### src/rtl/riscv_defs.sv
// Shared definitions for the fetch stage.
//   RESET_PC / NOP     : reset fetch address and the bubble instruction
//   STALL_*            : bit positions in the stall vector
//   fetch_state_e      : fetch FSM encoding
//   ifid_ctrl_e        : IF/ID register update command
package riscv_defs;

  localparam logic [31:0] RESET_PC = 32'h0000_0000;
  localparam logic [31:0] NOP      = 32'h0000_0013;  // addi x0,x0,0

  localparam int STALL_PC = 0;
  localparam int STALL_IF = 1;
  localparam int STALL_ID = 2;

  typedef enum logic [1:0] {
    S_IDLE = 2'd0,
    S_REQ  = 2'd1,
    S_BUF  = 2'd2
  } fetch_state_e;

  typedef enum logic [1:0] {
    IFID_HOLD   = 2'd0,
    IFID_BUBBLE = 2'd1,
    IFID_LOAD   = 2'd2
  } ifid_ctrl_e;

endpackage

### src/rtl/if_id_reg.sv
// IF/ID pipeline register.
//   clk, rst          : clock, synchronous active-high reset
//   ctrl              : hold / bubble / load command for this cycle
//   pc_in, inst_in    : values captured on load (pc_in also used for bubbles)
//   id_pc_o, id_inst_o, id_valid_o : register contents presented to ID
module if_id_reg
  import riscv_defs::*;
(
  input  logic        clk,
  input  logic        rst,
  input  ifid_ctrl_e  ctrl,
  input  logic [31:0] pc_in,
  input  logic [31:0] inst_in,
  output logic [31:0] id_pc_o,
  output logic [31:0] id_inst_o,
  output logic        id_valid_o
);

  always_ff @(posedge clk) begin
    if (rst) begin
      id_pc_o    <= 32'h0;
      id_inst_o  <= NOP;
      id_valid_o <= 1'b0;
    end else begin
      unique case (ctrl)
        IFID_LOAD: begin
          id_pc_o    <= pc_in;
          id_inst_o  <= inst_in;
          id_valid_o <= 1'b1;
        end
        IFID_BUBBLE: begin
          id_pc_o    <= pc_in;
          id_inst_o  <= NOP;
          id_valid_o <= 1'b0;
        end
        default: ;
      endcase
    end
  end

endmodule

### src/rtl/fetch_stage.sv
// Instruction fetch stage: PC, fetch FSM, one-entry response buffer and
// the IF/ID register.
//   clk, rst                        : clock, synchronous active-high reset
//   stall[5:0]                      : bit0 holds PC, bit1 holds IF, bit2 holds ID
//   branch_flag_i, branch_target_i  : one-cycle redirect from ID
//   imem_req, imem_addr             : instruction memory request
//   imem_ready, imem_rdata          : same-cycle accept with data
//   id_pc_o, id_inst_o, id_valid_o  : IF/ID register outputs
//
// state  | meaning
// S_IDLE | one cycle after reset, no request
// S_REQ  | request outstanding at imem_addr
// S_BUF  | response captured in buffer, waiting for IF stall to clear
module fetch_stage
  import riscv_defs::*;
(
  input  logic        clk,
  input  logic        rst,
  input  logic [5:0]  stall,
  input  logic        branch_flag_i,
  input  logic [31:0] branch_target_i,
  output logic        imem_req,
  output logic [31:0] imem_addr,
  input  logic        imem_ready,
  input  logic [31:0] imem_rdata,
  output logic [31:0] id_pc_o,
  output logic [31:0] id_inst_o,
  output logic        id_valid_o
);

  fetch_state_e state, state_n;
  logic [31:0]  pc, pc_n;
  logic         drop, drop_n;
  logic [31:0]  drop_addr, drop_addr_n;
  logic [31:0]  fb_pc, fb_pc_n;
  logic [31:0]  fb_inst, fb_inst_n;
  ifid_ctrl_e   ifid_ctrl;
  logic [31:0]  ifid_pc, ifid_inst;
  logic         resp;
  logic         unused_stall;

  assign unused_stall = ^stall[5:3];

  // While a redirected request is still in flight the memory keeps the old
  // address; the PC already points at the branch target.
  assign imem_req  = (state == S_REQ);
  assign imem_addr = drop ? drop_addr : pc;
  assign resp      = imem_req && imem_ready;

  always_ff @(posedge clk) begin
    if (rst) begin
      state     <= S_IDLE;
      pc        <= RESET_PC;
      drop      <= 1'b0;
      drop_addr <= 32'h0;
      fb_pc     <= 32'h0;
      fb_inst   <= NOP;
    end else begin
      state     <= state_n;
      pc        <= pc_n;
      drop      <= drop_n;
      drop_addr <= drop_addr_n;
      fb_pc     <= fb_pc_n;
      fb_inst   <= fb_inst_n;
    end
  end

  always_comb begin
    state_n     = state;
    pc_n        = pc;
    drop_n      = drop;
    drop_addr_n = drop_addr;
    fb_pc_n     = fb_pc;
    fb_inst_n   = fb_inst;
    ifid_ctrl   = stall[STALL_ID] ? IFID_HOLD : IFID_BUBBLE;
    ifid_pc     = pc;
    ifid_inst   = imem_rdata;

    unique case (state)
      S_IDLE: state_n = S_REQ;
      S_REQ: begin
        if (resp) begin
          if (drop) begin
            drop_n = 1'b0;
          end else if (!stall[STALL_IF]) begin
            ifid_ctrl = IFID_LOAD;
            if (!stall[STALL_PC]) pc_n = pc + 32'd4;
          end else begin
            fb_pc_n   = pc;
            fb_inst_n = imem_rdata;
            state_n   = S_BUF;
          end
        end
      end
      S_BUF: begin
        if (!stall[STALL_IF]) begin
          ifid_ctrl = IFID_LOAD;
          ifid_pc   = fb_pc;
          ifid_inst = fb_inst;
          pc_n      = pc + 32'd4;
          state_n   = S_REQ;
        end
      end
      default: state_n = S_IDLE;
    endcase

    // Redirect wins over everything. A request still waiting for acceptance
    // must have its eventual response thrown away; one accepted this cycle
    // is simply ignored.
    if (branch_flag_i) begin
      pc_n      = {branch_target_i[31:2], 2'b00};
      ifid_ctrl = IFID_BUBBLE;
      ifid_pc   = pc;
      state_n   = S_REQ;
      if (state == S_REQ && !imem_ready) begin
        drop_n = 1'b1;
        if (!drop) drop_addr_n = pc;
      end else begin
        drop_n = 1'b0;
      end
    end
  end

  if_id_reg u_if_id_reg (
    .clk        (clk),
    .rst        (rst),
    .ctrl       (ifid_ctrl),
    .pc_in      (ifid_pc),
    .inst_in    (ifid_inst),
    .id_pc_o    (id_pc_o),
    .id_inst_o  (id_inst_o),
    .id_valid_o (id_valid_o)
  );

endmodule
### config.mk
export PLATFORM = sky130hd
export DESIGN_NAME = fetch_stage
export DESIGN_NICKNAME = d
export VERILOG_FILES = /design/src/rtl/riscv_defs.sv /design/src/rtl/if_id_reg.sv /design/src/rtl/fetch_stage.sv
export SDC_FILE = /design/constraint.sdc
export NUM_CORES = 1
export LEC_CHECK = 0
export BUFFER_PORTS_ARGS = -buffer_cell sky130_fd_sc_hd__clkbuf_2
export CORE_MARGIN = 8
export CORE_UTILIZATION = 50
export CTS_CLUSTER_DIAMETER = 200
export DETAILED_ROUTE_END_ITERATION = 10
export PLACE_DENSITY_LB_ADDON = 0.25
export SLEW_MARGIN = 5
export SYNTH_ARGS = -nofsm -noshare
export SYNTH_HDL_FRONTEND = slang
export SYNTH_SLANG_ARGS = --single-unit
### constraint.sdc
create_clock -name clk -period 4.7 [get_ports clk]
set_clock_uncertainty 0.15 [all_clocks]
set_input_delay 1.41 -clock clk [delete_from_list [all_inputs] [get_ports clk]]
set_output_delay 1.41 -clock clk [all_outputs]
set_load 0.01 [all_outputs]
**After elaboration in Yosys (flattened, before gate mapping)**

Index checks and enable logic that the tools add are counted.
Widths: inputs -> output; s select.

- Register bits: 196
- Output and inout bits: 98
- Word-level logic and storage cells: 78

- $add $sub $neg: 1
- Equal/unequal tests: 16
- Muxes and demuxes: 31
- Bitwise gates (word level): 1
- Reduce and logical (&&, ||, !) cells: 18

Operators with widths:

| cell | number |
|---|---|
| $mux 32 | 12 |
| $pmux 32 s2 | 2 |
| $add 32x3->32 const B | 1 |
| $mux 2 | 8 |
| $ne 3x3->1 const B | 5 |
| $reduce_and 6->1 | 2 |
| $ne 2x2->1 const B | 5 |
| $reduce_and 4->1 | 2 |
| $reduce_bool 2->1 | 4 |
| $mux 1 | 6 |
| $pmux 2 s3 | 1 |
| $eq 2x1->1 const B | 2 |
| $eq 2x2->1 const B | 2 |
| $pmux 2 s2 | 1 |
| $reduce_and 2->1 | 2 |
| $reduce_or 2->1 | 2 |
| $ne 3x2->1 const B | 1 |
| $reduce_and 3->1 | 1 |
| $reduce_bool 3->1 | 1 |
| $logic_and 1x1->1 | 2 |
| $logic_not 2->1 | 1 |
| $ne 2x1->1 const B | 1 |
| $pmux 1 s2 | 1 |
| $logic_not 1->1 | 1 |
| $not 1->1 | 1 |

**Logic depth before layout (Yosys ltp)**

- Depth after elaboration: 8
- Mapped depth: 13

**Cells and area by module**

A second synthesis with hierarchy kept.

- Cells, all modules: 1033
- Area, all modules: 8978.6 um^2

Modules (own cells, without submodules):

| module | times used | cells an instance | area an instance (um^2) | seq. area each (um^2) |
|---|---|---|---|---|
| fetch_stage | 1 | 779 | 6404.9 | 2582.5 |
| if_id_reg | 1 | 254 | 2573.7 | 1301.2 |

**Least setup slack after synthesis**

No wires, ideal clock.

- Path type: in2reg
- Start: input port imem_ready
- End: register u_if_id_reg.id_pc_o[10]
- Arrival time: 3.557 ns
- Required time: 4.422 ns
- Slack: 0.866 ns
- Cell stages on the path: 8
- Cell sequence: nor2b_1 -> a21oi_1 -> or4b_2 -> ha_1 -> clkbuf_1 -> buf_1 -> mux2i_1 -> nor2_1

- Word-level cells in the longest chain between the ends: 6
- Elaborated cells on any way between the ends: 7

RTL lines:

| element | line | source |
|---|---|---|
| start: declaration | fetch_stage.sv:24 | `input logic imem_ready,` |
| $logic_and 1x1->1 (*) | fetch_stage.sv:48 | `assign resp = imem_req && imem_ready;` |
| $mux 2 (*) | fetch_stage.sv:82 | `if (resp) begin` |
| $pmux 2 s2 (*) | fetch_stage.sv:79 | `unique case (state)` |
| $mux 2 (*) | fetch_stage.sv:110 | `if (branch_flag_i) begin` |
| $eq 2x2->1 / $eq 2x1->1 (equally long branches) | if_id_reg.sv:25 | `unique case (ctrl)` |
| $reduce_or 2->1 (no line) (*) | n/a |  |
| end signal: assignment | if_id_reg.sv:27 | `id_pc_o <= pc_in;` |
| end signal: assignment | if_id_reg.sv:32 | `id_pc_o <= pc_in;` |
| end: declaration | if_id_reg.sv:14 | `output logic [31:0] id_pc_o,` |

Every way passes the cells marked *; elsewhere a longest branch is shown, timed or not.
A chain may end at the register's enable or synchronous reset.

**Final worst setup path**

- Start: input port imem_ready
- End: register u_if_id_reg.id_inst_o[20]

- Word-level cells in the longest chain between the ends: 6
- Elaborated cells on any way between the ends: 8

RTL lines:

| element | line | source |
|---|---|---|
| $logic_and 1x1->1 (*) | fetch_stage.sv:48 |  |
| $mux 2 (*) | fetch_stage.sv:82 |  |
| $pmux 2 s2 (*) | fetch_stage.sv:79 |  |
| $mux 2 (*) | fetch_stage.sv:110 |  |
| $eq 2x1->1 / $eq 2x2->1 (equally long branches) | if_id_reg.sv:25 |  |
| $pmux 32 s2 / $reduce_bool 2->1 (equally long branches) | n/a |  |
| end signal: assignment | if_id_reg.sv:28 | `id_inst_o <= inst_in;` |
| end: declaration | if_id_reg.sv:15 | `output logic [31:0] id_inst_o,` |

Marked as above.

==> metrics.yaml <==
ant_nets: 0
grt_use_total: 0.1986
switching_share: 0.2693
top_layer: "met5"
slew_headroom: 0.3828
dp.final_hpwl_um: 14170
cts_hold_buf: 0
htreeDepth: 4
synth_top_family_by_area: "multiplexers"
period_share: 0.7732
drt-vias-per-instance: 5.331
ys_warn_count: 0
start_kind: "input pin"
netlist-cell-type-count: 51
clk_latency_ns: 0.43
synthXorXnorAreaFrac: 0.02929
cp-end-kind: "flop"
finalSetupTns_ns: 0
crit_buf_inv: 2
postSynthCellCount: 937
netlist_area_mm2: 0.008672
synth_adder_area_share: 0.008657
crit_fanout: 18
antenna_found_initial: 1
fp.dieArea_mm2: 0.02181
fp-row-count: 48
fmax_mhz: 275.2
met3_length_um: 1349
finalNetCount: 1140
hold_viol_final: 0
cpPeakStageDelay_ns: 0.66
pin_count: 172
ys_ff_latch: 194
drt_pass1_iterations: 5
gp_congestion: 0.7450
grt_pass1_vias: 6891
wl_um: 21610
initial_core_util: 0.5067
met1_length_um: 9706
p_int_w: 0.002592
drcViolationCount: 0
wl_met2_um: 10350
status: "finished, final reports clean"
cellLeakagePower_nw: 4.099
p_seq_frac: 0.500
switchingPower_w: 0.0009549
fin_crit_ns: 3.634
vias: 6920
clock-root-buffer: "clkbuf_16"
place_area_mm2: 0.009554
yosys.area.top_type: "dfxtp_1"
syn_avg_cell_area_um2: 9.255
fillers: 1576
fp.dieW_um: 147.7
clock_power_share: 0.385
grt_pass1_wl_um: 35530
p_comb_frac: 0.115
clkSlewWorstSetupHoldPaths_ns: 0.07
path_delay_family: "simple AND/OR/NAND/NOR gates"
p_per_area_mw_per_mm2: 351.0
slowest_stage: "or4b_2"
ys_seq_area_frac: 0.4478
worstSetupPathType: "in -> reg"
final_common_cell: "dfxtp_1"
ir_drop_uv: 255.4
grt_remaining_overflow: 0
postCtsSetupBuffers: 0
die_h_um: 147.7
io_buffers: 166
cap_viol_max_count: 0
grt_max_degree: 108
slew_violations: 0
muxShareOfSynthArea: 0.1893
area_delta_synth_final_pct: 16.51
yosysTopAreaCellShare: 0.4478
numCtsBuffers: 17
synth_compound_area_frac: 0.1056
drtIter0Drc: 350
final_cell_mix: "193 x dfxtp_1, 165 x clkbuf_2, 144 x nand2_1, 117 x nor2_1, 81 x mux2_2"
clock-sinks: 194
cp_data_required_time_ns: 4.92
antennaDiodeCount: 0
cts_repair_resize_count: 0
tritoncts: "built"
core_area_mm2: 0.01712
synthTopCellsByArea: "dfxtp_1 45%, mux2_2 11%, mux2i_1 7.5%"
setup_viol: 0
synth.net_count: 1017
drive_gt1_frac: 0.2945
cts_buffer_depth: 2
synth-simple-area-share: 0.1695
holdCritPathClass: "reg -> reg"
path_cells: "clkbuf_2, nor2b_1, a21oi_1, or4b_2, ha_4, nor2_2, buf_4, a22oi_1, nor2_1"
wire_per_inst_um: 16.65
arrival_ns: 3.85
stdcell_area_mm2: 0.01010
worstMarginPinSlew_ns: 0.9258
grt_setup_unrepaired: "no"
registers in the layout (all words and copies together) (netlist names), 2 cells and up:
| name | cells |
|---|---|
| pc | 30 |
| u_if_id_reg.id_pc_o | 32 |
| u_if_id_reg.id_inst_o | 32 |
| state | 2 |
| fb_inst | 32 |
| fb_pc | 32 |
| drop_addr | 32 |
worst paths after layout:
kind / startpoint / to / slack (ns) / cells past startpoint
max: imem_ready / u_if_id_reg.id_inst_o[20] / 1.07 / 9
max reg2reg: drop / u_if_id_reg.id_inst_o[20] / 1.48 / 11
min: fb_pc[5] / fb_pc[5] / 0.30 / 2
min reg2reg: fb_pc[5] / fb_pc[5] / 0.30 / 2
power groups by stage:
stage / sequential (W) / combinational (W) / clock (W)
final: 0.00177 / 0.000408 / 0.00136
after floorplan: 0.00180 / 0.000279 / 0
after detailed placement: 0.00181 / 0.000412 / 0
after global placement: 0.00181 / 0.000408 / 0
after CTS: 0.00177 / 0.000414 / 0.00139
after global routing: 0.00178 / 0.000451 / 0.00146
synthesized netlist by cell type, drive strengths merged:
library cell,instances
o22ai,2
nor2b,1
nor4,3
dfxtp,194
xor2,22
or2,2
a22oi,30
and2,7
a211o,3
buf,26
a21oi,76
and4,4
a211oi,25
mux2i,65
o21a,1
ha,6
nand4,12
xnor2,7
nand2,144
and3,7
mux2,88
or4b,1
nand4bb,1
o21bai,1
nand3,13
bufbuf,3
o21ai,4
nand2b,3
nor3b,3
nor3,2
nor2,119
inv,8
a21o,3
nand3b,6
clkbuf,45
tightest hold or removal path, delay by kind of cell, from the launching register on:
kind             cells  cell delay [ns]
AO/OA/AOI/OAI        1             0.05
flip-flops           1             0.31
AND/OR/NAND/NOR      1             0.05
per-layer routing:
layer  vias up  GRT usage
li1       3445          -
met5         -          0
met4         2    0.05864
met1      3301     0.2512
met2       156     0.3291
met3        16    0.04830
through the flow:
step	total power [W]	hold WS, ns	utilization	instances	setup slack (ns)
6_report	0.003547	0.3027	0.5903	1298	1.066
5_1_grt	0.003691	0.3247	0.5903	1298	0.9439
3_5_place_dp	0.002223	0.2915	0.5582	1266	0.6302
3_3_place_gp	0.002217	0.2863	0.5582	1266	0.6371
2_1_floorplan	0.002075	0.2716	-	937	0.8656
4_1_cts	0.003578	0.3055	0.5903	1298	1.074
cell families (layout without fill, tap and decap cells):
kind of cell,after synthesis,after routing
and+or+nand+nor,328,328
DFF,194,194
muxes,153,153
AOI/OAI and AO/OA,145,145
buffers and inverters,82,218
xor gates and xnor gates,29,29
adders and majority gates,6,6
area by class of cell:
type | instances | area (µm²) | area share
Sequential cell | 194 | 3885 | 0.3845
Inverter | 8 | 30.03 | 0.002972
Clock inverter | 13 | 106.4 | 0.01053
Tap cell | 225 | 281.5 | 0.02786
Clock buffer | 19 | 442.9 | 0.04384
Timing Repair Buffer | 178 | 964.7 | 0.09548
Multi-Input combinational cell | 661 | 4393 | 0.4348
Note: power is estimated with default switching activity, not from simulation.
